==> config.mk <==
export PLATFORM = sky130hd
export DESIGN_NAME = one_wire_tx_sequencer
export DESIGN_NICKNAME = d
export VERILOG_FILES = /design/src/rtl/one_wire_pkg.sv /design/src/rtl/one_wire_slot_timer.sv /design/src/rtl/one_wire_tx_sequencer.sv
export SDC_FILE = /design/constraint.sdc
export NUM_CORES = 1
export LEC_CHECK = 0
export BUFFER_PORTS_ARGS = -buffer_cell sky130_fd_sc_hd__buf_2
export CAP_MARGIN = 20
export CELL_PAD_IN_SITES_DETAIL_PLACEMENT = 0
export CELL_PAD_IN_SITES_GLOBAL_PLACEMENT = 1
export CORE_MARGIN = 3
export CORE_UTILIZATION = 45
export DETAILED_ROUTE_END_ITERATION = 8
export PLACE_DENSITY = 0.79
export SLEW_MARGIN = 10
export SYNTH_ARGS = -nofsm -noshare
export SYNTH_HDL_FRONTEND = slang
export SYNTH_HIERARCHICAL = 1
export SYNTH_SLANG_ARGS = --single-unit
==> constraint.sdc <==
create_clock -name clk -period 9.4 [get_ports clk]
set_clock_uncertainty 0.15 [all_clocks]
set_input_delay 0.47 -clock clk [delete_from_list [all_inputs] [get_ports clk]]
set_output_delay 0.47 -clock clk [all_outputs]
set_load 0.05 [all_outputs]
==> src/rtl/one_wire_pkg.sv <==
// Shared definitions for the one-wire transmit path: buffer geometry, timing
// defaults (in clk cycles at 50 MHz) and the sequencer state encoding.
package one_wire_pkg;

  localparam int BUF_DEPTH = 32;
  localparam int BUF_AW    = 5;
  localparam int CNT_W     = 6;
  localparam int TIMER_W   = 16;

  localparam int T_LOW1_DEF     = 300;
  localparam int T_LOW0_DEF     = 3000;
  localparam int T_SLOT_DEF     = 3500;
  localparam int T_RSTL_DEF     = 24000;
  localparam int T_MSP_DEF      = 3500;
  localparam int T_RSTH_DEF     = 24000;
  localparam int DV_TIMEOUT_DEF = 16;

  typedef enum logic [2:0] {
    ST_IDLE    = 3'd0,
    ST_RST_LOW = 3'd1,
    ST_RST_REL = 3'd2,
    ST_FETCH   = 3'd3,
    ST_WAIT_DV = 3'd4,
    ST_BIT_LOW = 3'd5,
    ST_BIT_REL = 3'd6,
    ST_DONE    = 3'd7
  } ow_state_e;

  // Requests beyond the buffer depth would re-send entries, so cap them.
  function automatic logic [CNT_W-1:0] clamp_count(input logic [CNT_W-1:0] c);
    return (c > CNT_W'(BUF_DEPTH)) ? CNT_W'(BUF_DEPTH) : c;
  endfunction

endpackage

==> src/rtl/one_wire_slot_timer.sv <==
// Loadable down-counter used for every timed phase of the sequencer.
// A load of N-1 on state entry makes the phase last exactly N cycles.
module one_wire_slot_timer #(
  parameter int W = 16
) (
  input  logic         clk,
  input  logic         reset,
  input  logic         load,
  input  logic [W-1:0] load_value,
  output logic [W-1:0] count,
  output logic         zero
);

  logic [W-1:0] count_q;

  always_ff @(posedge clk) begin
    if (reset) begin
      count_q <= '0;
    end else if (load) begin
      count_q <= load_value;
    end else if (count_q != '0) begin
      count_q <= count_q - 1'b1;
    end
  end

  assign count = count_q;
  assign zero  = (count_q == '0);

endmodule

==> src/rtl/one_wire_tx_sequencer.sv <==
// Reads bytes from the one-wire byte buffer and sends them LSB-first as 1-Wire
// write slots, optionally preceded by a reset/presence sequence.
// Buffer read handshake: buf_rd_en is a single-cycle request, buf_rd_addr stays
// stable until the matching single-cycle buf_dv, which qualifies buf_data.
module one_wire_tx_sequencer
  import one_wire_pkg::*;
#(
  parameter int T_LOW1     = T_LOW1_DEF,
  parameter int T_LOW0     = T_LOW0_DEF,
  parameter int T_SLOT     = T_SLOT_DEF,
  parameter int T_RSTL     = T_RSTL_DEF,
  parameter int T_MSP      = T_MSP_DEF,
  parameter int T_RSTH     = T_RSTH_DEF,
  parameter int DV_TIMEOUT = DV_TIMEOUT_DEF
) (
  input  logic              clk,
  input  logic              reset,
  input  logic              start,
  input  logic              do_reset,
  input  logic [BUF_AW-1:0] start_addr,
  input  logic [CNT_W-1:0]  byte_count,
  output logic [BUF_AW-1:0] buf_rd_addr,
  output logic              buf_rd_en,
  input  logic [7:0]        buf_data,
  input  logic              buf_dv,
  input  logic              ow_in,
  output logic              ow_drive_low,
  output logic              busy,
  output logic              done,
  output logic              presence,
  output logic              err_no_pres,
  output logic              err_timeout,
  output ow_state_e         state_dbg
);

  // Timer value during RST_REL at which T_MSP cycles have elapsed since release.
  localparam logic [TIMER_W-1:0] PRES_POINT = TIMER_W'(T_RSTH - 1 - T_MSP);

  ow_state_e           state_q, state_d;
  logic [BUF_AW-1:0]   addr_q;
  logic [CNT_W-1:0]    count_q;
  logic [7:0]          shreg_q;
  logic [2:0]          bit_idx_q;
  logic                presence_q, err_no_pres_q, err_timeout_q;
  logic                ow_s1, ow_s2;

  logic                accept, sample_pres, set_nopres, set_timeout, capture, slot_end;
  logic                next_bit;
  logic                timer_load, timer_zero;
  logic [TIMER_W-1:0]  timer_value, timer_count;

  one_wire_slot_timer #(.W(TIMER_W)) u_timer (
    .clk        (clk),
    .reset      (reset),
    .load       (timer_load),
    .load_value (timer_value),
    .count      (timer_count),
    .zero       (timer_zero)
  );

  always_comb begin
    state_d     = state_q;
    accept      = 1'b0;
    sample_pres = 1'b0;
    set_nopres  = 1'b0;
    set_timeout = 1'b0;
    capture     = 1'b0;
    slot_end    = 1'b0;
    case (state_q)
      ST_IDLE: begin
        if (start) begin
          accept = 1'b1;
          if (do_reset)                            state_d = ST_RST_LOW;
          else if (clamp_count(byte_count) == '0)  state_d = ST_DONE;
          else                                     state_d = ST_FETCH;
        end
      end
      ST_RST_LOW: begin
        if (timer_zero) state_d = ST_RST_REL;
      end
      ST_RST_REL: begin
        sample_pres = (timer_count == PRES_POINT);
        if (timer_zero) begin
          // Include a same-cycle sample so T_MSP = T_RSTH-1 still works.
          if (!(presence_q || (sample_pres && !ow_s2))) begin
            set_nopres = 1'b1;
            state_d    = ST_DONE;
          end else if (count_q == '0) begin
            state_d = ST_DONE;
          end else begin
            state_d = ST_FETCH;
          end
        end
      end
      ST_FETCH: begin
        state_d = ST_WAIT_DV;
      end
      ST_WAIT_DV: begin
        if (buf_dv) begin
          capture = 1'b1;
          state_d = ST_BIT_LOW;
        end else if (timer_zero) begin
          set_timeout = 1'b1;
          state_d     = ST_DONE;
        end
      end
      ST_BIT_LOW: begin
        if (timer_zero) state_d = ST_BIT_REL;
      end
      ST_BIT_REL: begin
        if (timer_zero) begin
          slot_end = 1'b1;
          if (bit_idx_q != 3'd7)      state_d = ST_BIT_LOW;
          else if (count_q == 6'd1)   state_d = ST_DONE;
          else                        state_d = ST_FETCH;
        end
      end
      ST_DONE: begin
        state_d = ST_IDLE;
      end
      default: begin
        state_d = ST_IDLE;
      end
    endcase
  end

  // The bit about to be sent: fresh byte on capture, otherwise the one after the shift.
  assign next_bit   = capture ? buf_data[0] : shreg_q[1];
  assign timer_load = (state_d != state_q);

  always_comb begin
    timer_value = '0;
    case (state_d)
      ST_RST_LOW: timer_value = TIMER_W'(T_RSTL - 1);
      ST_RST_REL: timer_value = TIMER_W'(T_RSTH - 1);
      ST_WAIT_DV: timer_value = TIMER_W'(DV_TIMEOUT - 1);
      ST_BIT_LOW: timer_value = next_bit ? TIMER_W'(T_LOW1 - 1) : TIMER_W'(T_LOW0 - 1);
      ST_BIT_REL: timer_value = shreg_q[0] ? TIMER_W'(T_SLOT - T_LOW1 - 1)
                                           : TIMER_W'(T_SLOT - T_LOW0 - 1);
      default:    timer_value = '0;
    endcase
  end

  always_ff @(posedge clk) begin
    if (reset) begin
      state_q       <= ST_IDLE;
      addr_q        <= '0;
      count_q       <= '0;
      shreg_q       <= '0;
      bit_idx_q     <= '0;
      presence_q    <= 1'b0;
      err_no_pres_q <= 1'b0;
      err_timeout_q <= 1'b0;
      ow_s1         <= 1'b1;
      ow_s2         <= 1'b1;
    end else begin
      state_q <= state_d;
      ow_s1   <= ow_in;
      ow_s2   <= ow_s1;
      if (accept) begin
        addr_q        <= start_addr;
        count_q       <= clamp_count(byte_count);
        presence_q    <= 1'b0;
        err_no_pres_q <= 1'b0;
        err_timeout_q <= 1'b0;
      end
      if (sample_pres && !ow_s2) presence_q    <= 1'b1;
      if (set_nopres)            err_no_pres_q <= 1'b1;
      if (set_timeout)           err_timeout_q <= 1'b1;
      if (capture) begin
        shreg_q   <= buf_data;
        bit_idx_q <= '0;
      end
      if (slot_end) begin
        shreg_q   <= shreg_q >> 1;
        bit_idx_q <= bit_idx_q + 3'd1;
        if (bit_idx_q == 3'd7) begin
          count_q <= count_q - 6'd1;
          addr_q  <= addr_q + 5'd1;
        end
      end
    end
  end

  assign buf_rd_addr  = addr_q;
  assign buf_rd_en    = (state_q == ST_FETCH);
  assign ow_drive_low = (state_q == ST_RST_LOW) || (state_q == ST_BIT_LOW);
  assign busy         = (state_q != ST_IDLE) && (state_q != ST_DONE);
  assign done         = (state_q == ST_DONE);
  assign presence     = presence_q;
  assign err_no_pres  = err_no_pres_q;
  assign err_timeout  = err_timeout_q;
  assign state_dbg    = state_q;

endmodule

* Yosys cells after proc, flatten, opt, wreduce, memory -nomap -nowiden
Index checks and enable logic that the tools add are counted.
** Word-level totals
- Register bits after elaboration :: 46
- Input bits :: 25
- Output and inout port bits :: 15
** Cells by class
- Add/sub/neg operators :: 4
- $lt $le $gt $ge :: 1
- Equality and inequality tests :: 18
- Mux-type cells :: 47
- Reductions and logical operators :: 19
** Operators with widths (count)
- $pmux W15 S4 :: 1
- $mux W3 :: 15
- $mux W16 :: 2
- $eq A3 B3 Y1 const B :: 8
- $mux W12 :: 2
- $mux W6 :: 4
- $pmux W3 S8 :: 1
- $mux W1 :: 17
- $eq A16 B15 Y1 const B :: 1
- $logic_not A16 Y1 :: 1
- $reduce_bool A16 Y1 :: 1
- $sub A16 B1 Y16 const B :: 1
- $mux W5 :: 3
- $mux W7 :: 2
- $logic_not A6 Y1 :: 2
- $reduce_bool A2 Y1 :: 5
- $eq A3 B2 Y1 const B :: 3
- $eq A3 B1 Y1 const B :: 2
- $eq A6 B1 Y1 const B :: 1
- $gt A6 B6 Y1 const B :: 1
- $ne A3 B3 Y1 const B :: 2
- $sub A6 B1 Y6 const B :: 1
- $add A5 B1 Y5 const B :: 1
- $reduce_or A2 Y1 :: 2
- 7 further kinds :: 10

* Logic depth before layout (Yosys ltp)
- Word-level depth :: 11
- Depth in mapped cells :: 17

* Hierarchy
The synthesis kept the hierarchy.
** Modules (own cells, without submodules)
- one_wire_tx_sequencer :: instances 1, cells an instance 230, area an instance 1913.1 µm²
- one_wire_slot_timer :: instances 1, cells an instance 116, area an instance 964.7 µm²

* Worst setup path after synthesis
OpenSTA, ideal clock, no wires.
- Kind :: flip-flop to flip-flop
- From :: register u_timer.count_q[0] (netlist: u_timer/count[0])
- To :: register u_timer.count_q[14] (netlist: u_timer/count[14])
- Library setup time :: 0.117 ns
- Arrival time :: 3.627 ns
- Path slack :: 5.507 ns
- Cell stages (with the launch flop) :: 16
- Buffers on the path :: 1
- Cell sequence :: dfxtp_1 inv_1 ha_1 or3b_2 or4_4 nor2_1 buf_2 a211oi_1 o21a_1 a311oi_1 inv_1 ha_1 nor2_1 nor2b_4 a221oi_1 and4b_1
** RTL lines
- start, declared :: line one_wire_slot_timer.sv:14 : logic [W-1:0] count_q;
- start signal, assigned :: line one_wire_slot_timer.sv:20 : count_q <= load_value;
- start signal, assigned :: line one_wire_slot_timer.sv:22 : count_q <= count_q - 1'b1;
- $logic_not A16 Y1 (*) :: line one_wire_slot_timer.sv:27 : assign zero = (count_q == '0);
- named net timer_zero :: line one_wire_tx_sequencer.sv:49 : logic timer_load, timer_zero;
- $mux W3 :: line one_wire_tx_sequencer.sv:102 : end else if (timer_zero) begin
- $mux W3 :: line one_wire_tx_sequencer.sv:99 : if (buf_dv) begin
- $pmux W3 S8 (*) :: line one_wire_tx_sequencer.sv:69 : case (state_q)
- named net state_d[1] :: line one_wire_tx_sequencer.sv:39 : ow_state_e state_q, state_d;
- $eq A3 B2 Y1 / $eq A3 B1 Y1 (equally long branches) :: line one_wire_tx_sequencer.sv:133 : case (state_d)
- $reduce_or A2 Y1 (no line)
- $pmux W15 S4 :: line one_wire_tx_sequencer.sv:133
- $mux W16 :: line one_wire_slot_timer.sv:19 : end else if (load) begin
The timed path passes the listed nets; every way through them passes the cells marked *. The select of a mux whose other input is x is not followed.
A chain may end at the register's enable or synchronous reset.

* Worst setup path in the final report
- From :: register u_timer.count_q[0] (netlist: u_timer/count[0])
- To :: register u_timer.count_q[14] (netlist: u_timer/count[14])
** RTL lines
- $logic_not A16 Y1 (*) :: line one_wire_slot_timer.sv:27
- named net timer_zero :: line one_wire_tx_sequencer.sv:49
- $mux W3 :: line one_wire_tx_sequencer.sv:102
- $mux W3 :: line one_wire_tx_sequencer.sv:99
- $pmux W3 S8 (*) :: line one_wire_tx_sequencer.sv:69
- $ne A3 B3 Y1 (*) :: line one_wire_tx_sequencer.sv:129 : assign timer_load = (state_d != state_q);
- named net timer_load :: line one_wire_tx_sequencer.sv:49
- $mux W16 / $reduce_bool A2 Y1 (equally long branches)
Marked as above.

==> impl_metrics.csv <==
group,metric,value,unit
cts,hold_buffers,0,
routing,top_layer,"met4",
timing,rsz0062_at_grt,"no",
cts,cts_resized,0,
routing,drt-wirelength-per-cell,14.9,um
place,gp_congestion,0.813,
cts,cts_tree,"yes",
cts,cts_root_buf,"clkbuf_8",
cts,cts_max_path_buffers,2,
routing,routed-via-count,2665,
worst_setup_path,crit_arrival,5.40,ns
die,num_io_pins,40,
grt,gr-total-overflow,0,
place,dpl.hpwl,4.90,mm
job,cap_viol_max_count,0,
layout,syn2layout_area_growth,10.4,%
synthesis,synth_top_family_by_area,"simple AND/OR/NAND/NOR gates",
synthesis,ys_ff_latch,46,
timing,finalSetupViolCount,0,
pwr,p_leak,1.20,nW
grt,grt_use_total,0.189,
grt,grt_pass1_vias,2411,
die,die_x,86.0,um
synthesis,synth_compound_area_frac,0.224,
die,die_y,86.0,um
grt,grt_pass1_wl,11.4,mm
synthesis,ys.flop_type,"dfxtp_1",
min_path,hold_path.class,"in -> reg",
grt,grt_max_degree,42,
timing,fmax,189,MHz
routing,wl_met3,271,um
timing,fin_tns_setup,0,ns
synthesis,synthSimpleGateAreaFrac,0.283,
layout,drive_above_1_share,0.169,
routing,drt_iter0_drc,155,
synthesis,synthCells,346,
layout,fin_nets,413,
routing,via_per_inst,5.87,
place,port_buffers,39,
timing,slew_violations,0,
timing,fin_crit,5.30,ns
die,fp.dieArea,0.00739,mm2
cts,cts_htree_levels,2,
synthesis,synthArstFlopShare,0,
die,start_util,0.475,
die,rows,28,
timing,slew_headroom,0.277,
worst_setup_path,path_class,"reg -> reg",
routing,firstDrtPassIters,5,
worst_setup_path,critPathMaxFanout,15,
worst_setup_path,end_kind,"register",
place,dpl_cell_area,0.00307,mm2
pwr,vdd_drop_max,0.132,mV
synthesis,synthAdderAreaFrac,0.0435,
synthesis,syn_area,0.00288,mm2
synthesis,yosys_warnings,6,
cts,cts_sinks,46,
layout,finalInstanceArea,0.00318,mm2
timing,hold_viol,0,
cts,cts_buffers,5,
synthesis,synth_xor_area_frac,0.0365,
die,core-area,0.00606,mm2
grt,antenna_found_initial,0,
routing,drc,0,
cts,insertion_delay,0.30,ns
routing,met2_length,2.99,mm
synthesis,syn_avg_cell_area,8.32,um2
cts,clkTransAtPathRegs,0.09,ns
timing,worstMarginPinSlew,1.08,ns
routing,antenna_left,0,
pwr,powerDensity,263,mW/mm2
routing,routed_wirelength,6.74,mm
layout,diodes,0,
synthesis,synth_edf_count,0,
synthesis,synth.distinct_cells,66,
worst_setup_path,required,9.50,ns
cts,post_cts_buffers,0,
worst_setup_path,start_kind,"register",
timing,fin_crit_sh,0.564,
synthesis,yosysSeqAreaShare,0.320,
routing,drt-met1-wl,3.43,mm
synthesis,muxShareOfSynthArea,0.0313,
run_status,run_status,"finished clean",
==> cell type report <==
type                       instances  area (um2)
clock inverter                     2        37.5
timing repair buffer              39         195
tap                               75        93.8
fill                             593        2880
inverter                          15        56.3
multi-input combinational        271        1800
sequential                        46         921
clock buffer                       6        72.6
==> Yosys cell counts (3+ instances only) <==
cell type	instances	area (um2)
a211oi_1	11	82.6
a21oi_1	19	95.1
a221oi_1	5	43.8
a22oi_1	4	30.0
a31oi_1	7	43.8
and3_1	5	31.3
buf_2	4	20.0
buf_4	3	22.5
buf_6	4	45.0
clkbuf_1	8	30.0
dfxtp_1	46	921
ha_1	10	125
inv_1	15	56.3
mux2i_1	9	90.1
nand2_1	30	113
nand3_1	4	20.0
nand4_1	4	25.0
nor2_1	40	150
nor2b_1	3	18.8
nor3_1	11	55.1
nor3b_1	7	52.6
nor4_1	7	43.8
o21ai_0	17	85.1
o21ai_1	3	15.0
o22ai_1	4	25.0
o311ai_0	3	26.3
o31ai_1	3	22.5
xnor2_1	10	87.6
==> critical path, cell delays in order (launching register included) <==
cell and delay (ns):
dfxtp_1 0.35, inv_1 0.08, ha_1 0.19, or3b_2 0.53, or4_4 0.59, nor2_1 0.54
mux2i_1 0.24, o21ai_0 0.25, xnor2_1 0.93, nor2b_1 0.87, nand2_1 0.19, o21ai_0 0.12
and4b_1 0.20
==> routing by layer <==
| layer | track usage | vias to the layer above |
|---|---|---|
| met5 | 0 | - |
| met3 | 0.0298 | 5 |
| met2 | 0.290 | 52 |
| li1 | - | 1338 |
| met4 | 0.0561 | 0 |
| met1 | 0.273 | 1270 |
==> final timing paths <==
path                    startpoint           endpoint  slack, ns  cells after the start
hold reg to reg              ow_s1              ow_s2       0.27                      1
hold / removal               ow_in              ow_s1       0.19                      2
setup reg to reg  u_timer/count[0]  u_timer/count[14]       4.10                     12
setup / recovery  u_timer/count[0]  u_timer/count[14]       4.10                     12
==> where the power goes <==
group	switching, mW	total [mW]	internal [mW]
Combinational	0.250	0.408	0.158
Clock	0.0702	0.150	0.0794
Sequential	0.0498	0.279	0.229
Total	0.370	0.836	0.466
==> sequential cells by signal, summed over array words and instances (netlist names), 3 cells and up <==
signal and count:
u_timer/count 16, buf_rd_addr 5, state_dbg 3, bit_idx_q 3, shreg_q 8, count_q 6
==> cell usage in the layout (no fill, tap or decap), drive strengths merged, types with 10 or more instances in the layout <==
cell and count:
a21oi 19, nor3 11, ha 10, inv 15, nor2 41, xnor2 10, buf 39, nand2 30
a211oi 11, o21ai 22, dfxtp 46
==> logic make-up (layout without fill, tap and decap cells) <==
kind of cell | count (synthesis) | count (layout)
other | 1 | 6
buffers and inverters | 34 | 62
and+or+nand+nor | 140 | 140
muxes | 9 | 9
DFF | 46 | 46
adders and majority gates | 10 | 10
AOI/OAI and AO/OA | 94 | 94
xor gates and xnor gates | 12 | 12
==> stage by stage <==
step,utilization,power [mW],worst slack (ns),instances,hold WS [ns]
after floorplan,-,0.615,5.51,351,0.239
after CTS,0.524,0.836,4.13,454,0.188
after detailed placement,0.506,0.685,4.16,446,0.250
after global placement,0.506,0.685,4.31,446,0.245
final,0.524,0.836,4.10,454,0.195
after global routing,0.524,0.901,3.63,454,0.193
Note: power is estimated with default switching activity, not from simulation.
